[src/rtl/byte_pack_wr.sv]
// rtl/byte_pack_wr.sv - byte stream to 32-bit RAM port-A word packer with auto-incrementing address
module byte_pack_wr #(
    parameter int WIDTH      = 32,
    parameter int WEA_WIDTH  = 4,
    parameter int ADDR_WIDTH = 10,
    parameter int DEPTH      = 1024
) (
    input  logic                  clka,
    input  logic                  rsta_n,
    input  logic                  start,
    input  logic [ADDR_WIDTH-1:0] base_addr,
    input  logic                  s_valid,
    output logic                  s_ready,
    input  logic [7:0]            s_data,
    input  logic                  s_last,
    output logic                  ena,
    output logic [WEA_WIDTH-1:0]  wea,
    output logic [ADDR_WIDTH-1:0] addra,
    output logic [WIDTH-1:0]      dina,
    output logic                  busy,
    output logic                  done,
    output logic [ADDR_WIDTH:0]   wr_count,
    output logic                  overflow
);

    localparam int LANE_W = (WEA_WIDTH > 1) ? $clog2(WEA_WIDTH) : 1;

    typedef enum logic {
        IDLE,
        PACK
    } state_t;

    state_t                  state;
    logic [LANE_W-1:0]       lane;
    logic [WEA_WIDTH-1:0]    mask;
    logic [WIDTH-1:0]        word;
    logic [ADDR_WIDTH-1:0]   addr_ptr;

    logic                    accept;
    logic                    complete;
    logic                    at_limit;
    logic [WEA_WIDTH-1:0]    mask_next;
    logic [WIDTH-1:0]        word_next;

    // Merge the incoming byte into the partial word; lane 0 is the most significant byte
    always_comb begin
        accept    = (state == PACK) && s_valid && s_ready;
        complete  = accept && ((lane == LANE_W'(WEA_WIDTH - 1)) || s_last);
        at_limit  = (wr_count == (ADDR_WIDTH + 1)'(DEPTH));
        mask_next = mask;
        word_next = word;
        mask_next[WEA_WIDTH - 1 - int'(lane)]       = 1'b1;
        word_next[WIDTH - 1 - 8 * int'(lane) -: 8] = s_data;
    end

    // Frame control, packing and registered RAM port-A outputs
    always_ff @(posedge clka or negedge rsta_n) begin
        if (!rsta_n) begin
            state    <= IDLE;
            lane     <= '0;
            mask     <= '0;
            word     <= '0;
            addr_ptr <= '0;
            s_ready  <= 1'b0;
            ena      <= 1'b0;
            wea      <= '0;
            addra    <= '0;
            dina     <= '0;
            busy     <= 1'b0;
            done     <= 1'b0;
            wr_count <= '0;
            overflow <= 1'b0;
        end else begin
            ena  <= 1'b0;
            wea  <= '0;
            done <= 1'b0;
            case (state)
                IDLE: begin
                    if (start) begin
                        addr_ptr <= base_addr;
                        lane     <= '0;
                        mask     <= '0;
                        word     <= '0;
                        wr_count <= '0;
                        overflow <= 1'b0;
                        s_ready  <= 1'b1;
                        busy     <= 1'b1;
                        state    <= PACK;
                    end
                end
                PACK: begin
                    if (accept) begin
                        if (complete) begin
                            lane <= '0;
                            mask <= '0;
                            word <= '0;
                            // Past the frame limit the word is dropped but the stream keeps draining
                            if (at_limit) begin
                                overflow <= 1'b1;
                            end else begin
                                ena      <= 1'b1;
                                wea      <= mask_next;
                                dina     <= word_next;
                                addra    <= addr_ptr;
                                addr_ptr <= addr_ptr + 1'b1;
                                wr_count <= wr_count + 1'b1;
                            end
                        end else begin
                            lane <= lane + 1'b1;
                            mask <= mask_next;
                            word <= word_next;
                        end
                        if (s_last) begin
                            done    <= 1'b1;
                            s_ready <= 1'b0;
                            busy    <= 1'b0;
                            state   <= IDLE;
                        end
                    end
                end
                default: state <= IDLE;
            endcase
        end
    end

endmodule

[config.mk]
export PLATFORM = sky130hd
export DESIGN_NAME = byte_pack_wr
export DESIGN_NICKNAME = d
export VERILOG_FILES = /design/src/rtl/byte_pack_wr.sv
export SDC_FILE = /design/constraint.sdc
export NUM_CORES = 1
export LEC_CHECK = 0
export CAP_MARGIN = 10
export CORE_MARGIN = 5
export CORE_UTILIZATION = 57
export CTS_CLUSTER_SIZE = 24
export DETAILED_ROUTE_END_ITERATION = 7
export HOLD_SLACK_MARGIN = 0.02
export PLACE_DENSITY = 0.85
export SETUP_SLACK_MARGIN = 0.1
export SLEW_MARGIN = 30
export SYNTH_ARGS = -nofsm -noshare
export SYNTH_HDL_FRONTEND = slang
export SYNTH_SLANG_ARGS = --single-unit
[constraint.sdc]
create_clock -name clka -period 6 [get_ports clka]
set_input_delay 0.6 -clock clka [delete_from_list [all_inputs] [get_ports clka]]
set_output_delay 0.6 -clock clka [all_outputs]
set_load 0.02 [all_outputs]
==> Yosys cells after proc, flatten, opt, wreduce, memory -nomap -nowiden <==
Index checks and enable logic that the tools add are counted.
{ "op_classes": {"n_addsub": 6, "magnitude_cmp": 2, "n_eq_ne": 8, "shift": 2, "mux": 49, "n_bitwise": 3, "reduce_logical": 10} }
{ "op_table": {"columns": ["operator", "count"], "rows": [
  ["32-bit two-way mux", 3],
  ["32-bit case mux with 2 select lines", 1],
  ["11-bit two-way mux", 4],
  ["10-bit two-way mux", 4],
  ["8-bit by 33-bit variable shift with 39-bit output, first input constant", 1],
  ["8-bit by 33-bit indexed part select with 39-bit output", 1],
  ["6-bit negation with 33-bit output", 1],
  ["32-bit bitwise mux", 1],
  ["4-bit two-way mux", 7],
  ["11-bit case mux with 2 select lines", 1],
  ["10-bit case mux with 2 select lines", 1],
  ["1-bit two-way mux", 18],
  ["4-bit AND reduction", 3],
  ["11-bit by 1-bit adder with 11-bit output, second input constant", 1],
  ["11-bit == test, second input constant", 1],
  ["10-bit by 1-bit adder with 10-bit output, second input constant", 1],
  ["4-bit case mux with 2 select lines", 1],
  ["2-bit two-way mux", 3],
  ["2-bit by 1-bit inequality test with 1-bit output, second input constant", 3],
  ["2-bit inequality test, second input constant", 3],
  ["1-bit case mux with 2 select lines", 3],
  ["5-bit by 5-bit subtractor with 6-bit output, first input constant", 1],
  ["1-bit logical AND", 4],
  ["3-bit by 4-bit < comparator with 1-bit output, second input constant", 1],
  ["other kinds (11)", 12]
]} }
{ "totals": {"ff_bits": 110, "in_bits": 23, "output_inout_bits": 62, "elab_cells": 93} }

==> Logic depth before layout (Yosys ltp) <==
{ "depth": {"ltp_word": 10, "ltp_mapped": 10, "mapped_depth_nobuf": 8} }

==> Worst setup path before layout <==
Ideal clock, no wire load.
{ "synth_timing": {"kind": "flip-flop to flip-flop", "start": "reg wr_count[0]", "end": "reg addra[5]", "setup_ns": 0.125, "arrival_time_ns": 1.983, "required_time_ns": 5.875, "path_slack_ns": 3.892, "stages_incl_launch_ff": 10, "n_path_buf": 2, "period_less_slack_ns": 2.108, "cell_sequence": "dfrtp_1 -> inv_1 -> ha_1 -> nor4b_1 -> and3_1 -> buf_4 -> or2_4 -> inv_4 -> buf_6 -> mux2_2"} }
{ "synth_via": {"elab_chain_cells": 3} }
{ "synth_rtl": {"columns": ["item", "line", "rtl"], "rows": [
  ["start, declared", "22", "output logic [ADDR_WIDTH:0] wr_count,"],
  ["start signal, assigned", "106", "wr_count <= wr_count + 1'b1;"],
  ["11-bit == test", "49", "at_limit = (wr_count == (ADDR_WIDTH + 1)'(DEPTH));"],
  ["1-bit NOT (no line)", null, null],
  ["4-bit AND reduction (no line)", null, null],
  ["end signal, assigned", "104", "addra <= addr_ptr;"],
  ["end, declared", "18", "output logic [ADDR_WIDTH-1:0] addra,"]
]} }
Every way passes these cells.
A chain may end at the register's enable or synchronous reset.

==> Worst setup path in the final report <==
{ "layout_timing": {"start": "reg lane[0]", "end": "reg addra[9]"} }
{ "layout_via": {"elab_chain_cells": 4} }
{ "layout_rtl": {"columns": ["item", "line", "rtl"], "rows": [
  ["start, declared", "34", "logic [LANE_W-1:0] lane;"],
  ["start signal, assigned", "109", "lane <= lane + 1'b1;"],
  ["2-bit == test", "48", "complete = accept && ((lane == LANE_W'(WEA_WIDTH - 1)) || s_last);"],
  ["1-bit logical OR", "48", null],
  ["1-bit logical AND", "48", null],
  ["4-bit AND reduction (no line)", null, null]
]} }
Every way passes these cells.

==> metrics.cfg <==
[synthesis]
synth.area.top_cells = dfrtp_1 (55%), a21oi_1 (7.5%), nor2b_1 (4.4%)
syn_inst = 492
syn_nets = 522
synth.avg_cell_area_sq_um = 10.1
yosysTopAreaCell = dfrtp_1
synth_warnings = 0
yosys.cell_types.count = 47
yosysSeqAreaShare_pct = 55.4
syn_area_sq_um = 4970
netlist.area_leader.share_pct = 55.4
async_reset_ff_share_pct = 100
synth_most_common_cell = dfrtp_1
synth-main-ff-cell = dfrtp_1
synth-edff-count = 0
synthTopCellsByCount = dfrtp_1 (110), a21oi_1 (74), nor2_1 (56)
ys_ff_latch = 110

[critical_path]
end_kind = flop
cp_max_fo = 81
worstSetupPathType = reg -> reg
cp.arrival_ps = 3200
worstSetupStartpointType = flop
crit_chain = ha_1, o2111ai_2, or2_4, inv_4, mux2_2
worst-path-buf-inv = 1
critPathTopFamily = buffers and inverters
crit_required_ps = 6260
cpPeakStageDelay_ps = 530
crit_slowest_cell = inv_4

[sta]
rsz0062_at_grt = no
setup_violations = 0
finalSetupTns_ps = 0
fin_ws_ps = 3050
max_slew.worst_pin.slew_ps = 824
maxSlewViolCount = 0
min_period_ps = 2950
skew_ps = 13.1
whs_ps = 210
fin_crit_sh_pct = 49.1
max_freq_mhz = 339
relSlewSlack_pct = 45.1
finalHoldViolCount = 0

[layout]
nFillCells = 651
final_util_pct = 70.3
diodes = 0
ff_latch_area_sq_um = 2750
fin_nets = 588
drive_gt1_share_pct = 5.86
multi_input_area_sq_um = 2030
area_growth_pct = 21.6

[placed_design]
portBuffers = 84
gp_congestion = 0.829
place_hpwl_um = 8020
dpl_worst_slack_ps = 2730

[floorplanning]
dieArea_sq_um = 10700
fp.dieW_um = 103
fp.dieH_um = 103
io_pins = 85
initial_utilization_pct = 57.8
core-area_sq_um = 8590
num_rows = 34

[clock_network]
ctsHoldBuffers = 0
cts_resized = 0
clk_latency_ps = 370
cts.sinks = 110
clock-root-buffer = clkbuf_8
clkTransAtPathRegs_ps = 100
max-clock-path-buffers = 2
cts_max_level = 3
tritoncts = done
postCtsSetupRepairBufs = 0
numCtsBuffers = 9

[routing]
ant_nets = 0
drt_pass1_iterations = 4
wire_per_inst_um = 17.5
finalWirelength_um = 11700
vias = 4020
drt_iter0_drc = 243
drc = 0
viasPerCell = 5.99

[flow_run]
drv_cap = 0

[global_route]
grt_max_degree = 82
grtUsageTotal_pct = 23.0
first_global_vias = 3856
grt_overflow = 0
grt_first_pass_wirelength_um = 19200
antenna_found_initial = 0

[status]
outcome = completed

[power_and_ir_drop]
p_leak_nw = 2.65
power_w = 0.00287
irDropWorstVdd_v = 0.000266
power_density_nw_per_um2 = 474

[worst_hold_path]
hp-class = in -> async

-- cell families after synthesis --
group	share of synthesized area [%]
buf+inv	3.88
fa+ha+maj	1.76
mux	2.19
flops	55.4
compound gates	18.9
simple gates	17.9
-- registers in the layout (all words and copies together) (netlist names) --
signal	count
addr_ptr	10
addra	10
busy	1
dina	32
done	1
ena	1
lane	2
mask	4
overflow	1
state	1
wea	4
word	32
wr_count	11
-- layout make-up --
class / count / area share [%]
timing repair buffer: 85 / 14.0
tap: 108 / 2.24
clock inverter: 4 / 1.28
sequential: 110 / 45.6
multi-input combinational: 338 / 33.6
inverter: 14 / 0.911
clock buffer: 12 / 2.40
-- path summary, 6_finish.rpt --
check / from / endpoint / slack (ps) / cells after the start
max in group asynchronous: rsta_n / mask[0]$_DFFE_PN0P_ / 4560 / 2
min in group clka: word[27]$_DFFE_PN0P_ / word[27]$_DFFE_PN0P_ / 510 / 1
max reg2reg: lane[0]$_DFFE_PN0P_ / addra[9]$_DFFE_PN0P_ / 3050 / 5
min reg2reg: word[27]$_DFFE_PN0P_ / word[27]$_DFFE_PN0P_ / 510 / 1
max: lane[0]$_DFFE_PN0P_ / addra[9]$_DFFE_PN0P_ / 3050 / 5
min: rsta_n / dina[13]$_DFFE_PN0P_ / 210 / 1
-- layer usage --
| layer | wire length, um | track usage (%) | up-vias |
|---|---|---|---|
| met3 | 764 | 3.89 | 22 |
| li1 | - | - | 1880 |
| met5 | 0 | 0 | - |
| met2 | 5600 | 37.0 | 160 |
| met4 | 266 | 8.76 | 0 |
| met1 | 5120 | 31.5 | 1958 |
-- cells in the final DEF, fill, tap and decap left out, types with 2 or more instances in the layout --
| master | instances |
|---|---|
| clkbuf_8 | 10 |
| a211o_1 | 3 |
| o21ai_1 | 3 |
| or4_1 | 2 |
| nand3_1 | 11 |
| o211ai_1 | 6 |
| o311ai_0 | 4 |
| and3_1 | 16 |
| or3_1 | 3 |
| nor2b_1 | 35 |
| a31oi_1 | 6 |
| o21ai_0 | 17 |
| nand4_1 | 4 |
| nor4b_1 | 2 |
| or2_2 | 3 |
| bufinv_16 | 2 |
| buf_4 | 2 |
| a22o_1 | 24 |
| o31ai_1 | 5 |
| a21oi_1 | 74 |
| nor4_1 | 6 |
| dfrtp_1 | 109 |
| nand2b_1 | 4 |
| ha_1 | 7 |
| inv_1 | 13 |
| nor2_1 | 56 |
| nand2_1 | 20 |
| clkdlybuf4s50_1 | 83 |
| mux2i_1 | 3 |
| clkbuf_1 | 2 |
| mux2_2 | 7 |
| nor3b_1 | 3 |
-- report_power, final --
group / internal [W] / switching [W]
clock: 0.000250 / 0.000245
sequential: 0.000976 / 0.000189
combinational: 0.000544 / 0.000663
total: 0.00177 / 0.00110
-- through the flow --
stage | std cells | cell area (sq um)
floorplan | 492 | 4970
global placement | 655 | 5810
detailed placement | 655 | 5810
CTS | 671 | 6030
global route | 671 | 6040
finish | 671 | 6040
Power figures use the tool's default switching activity.
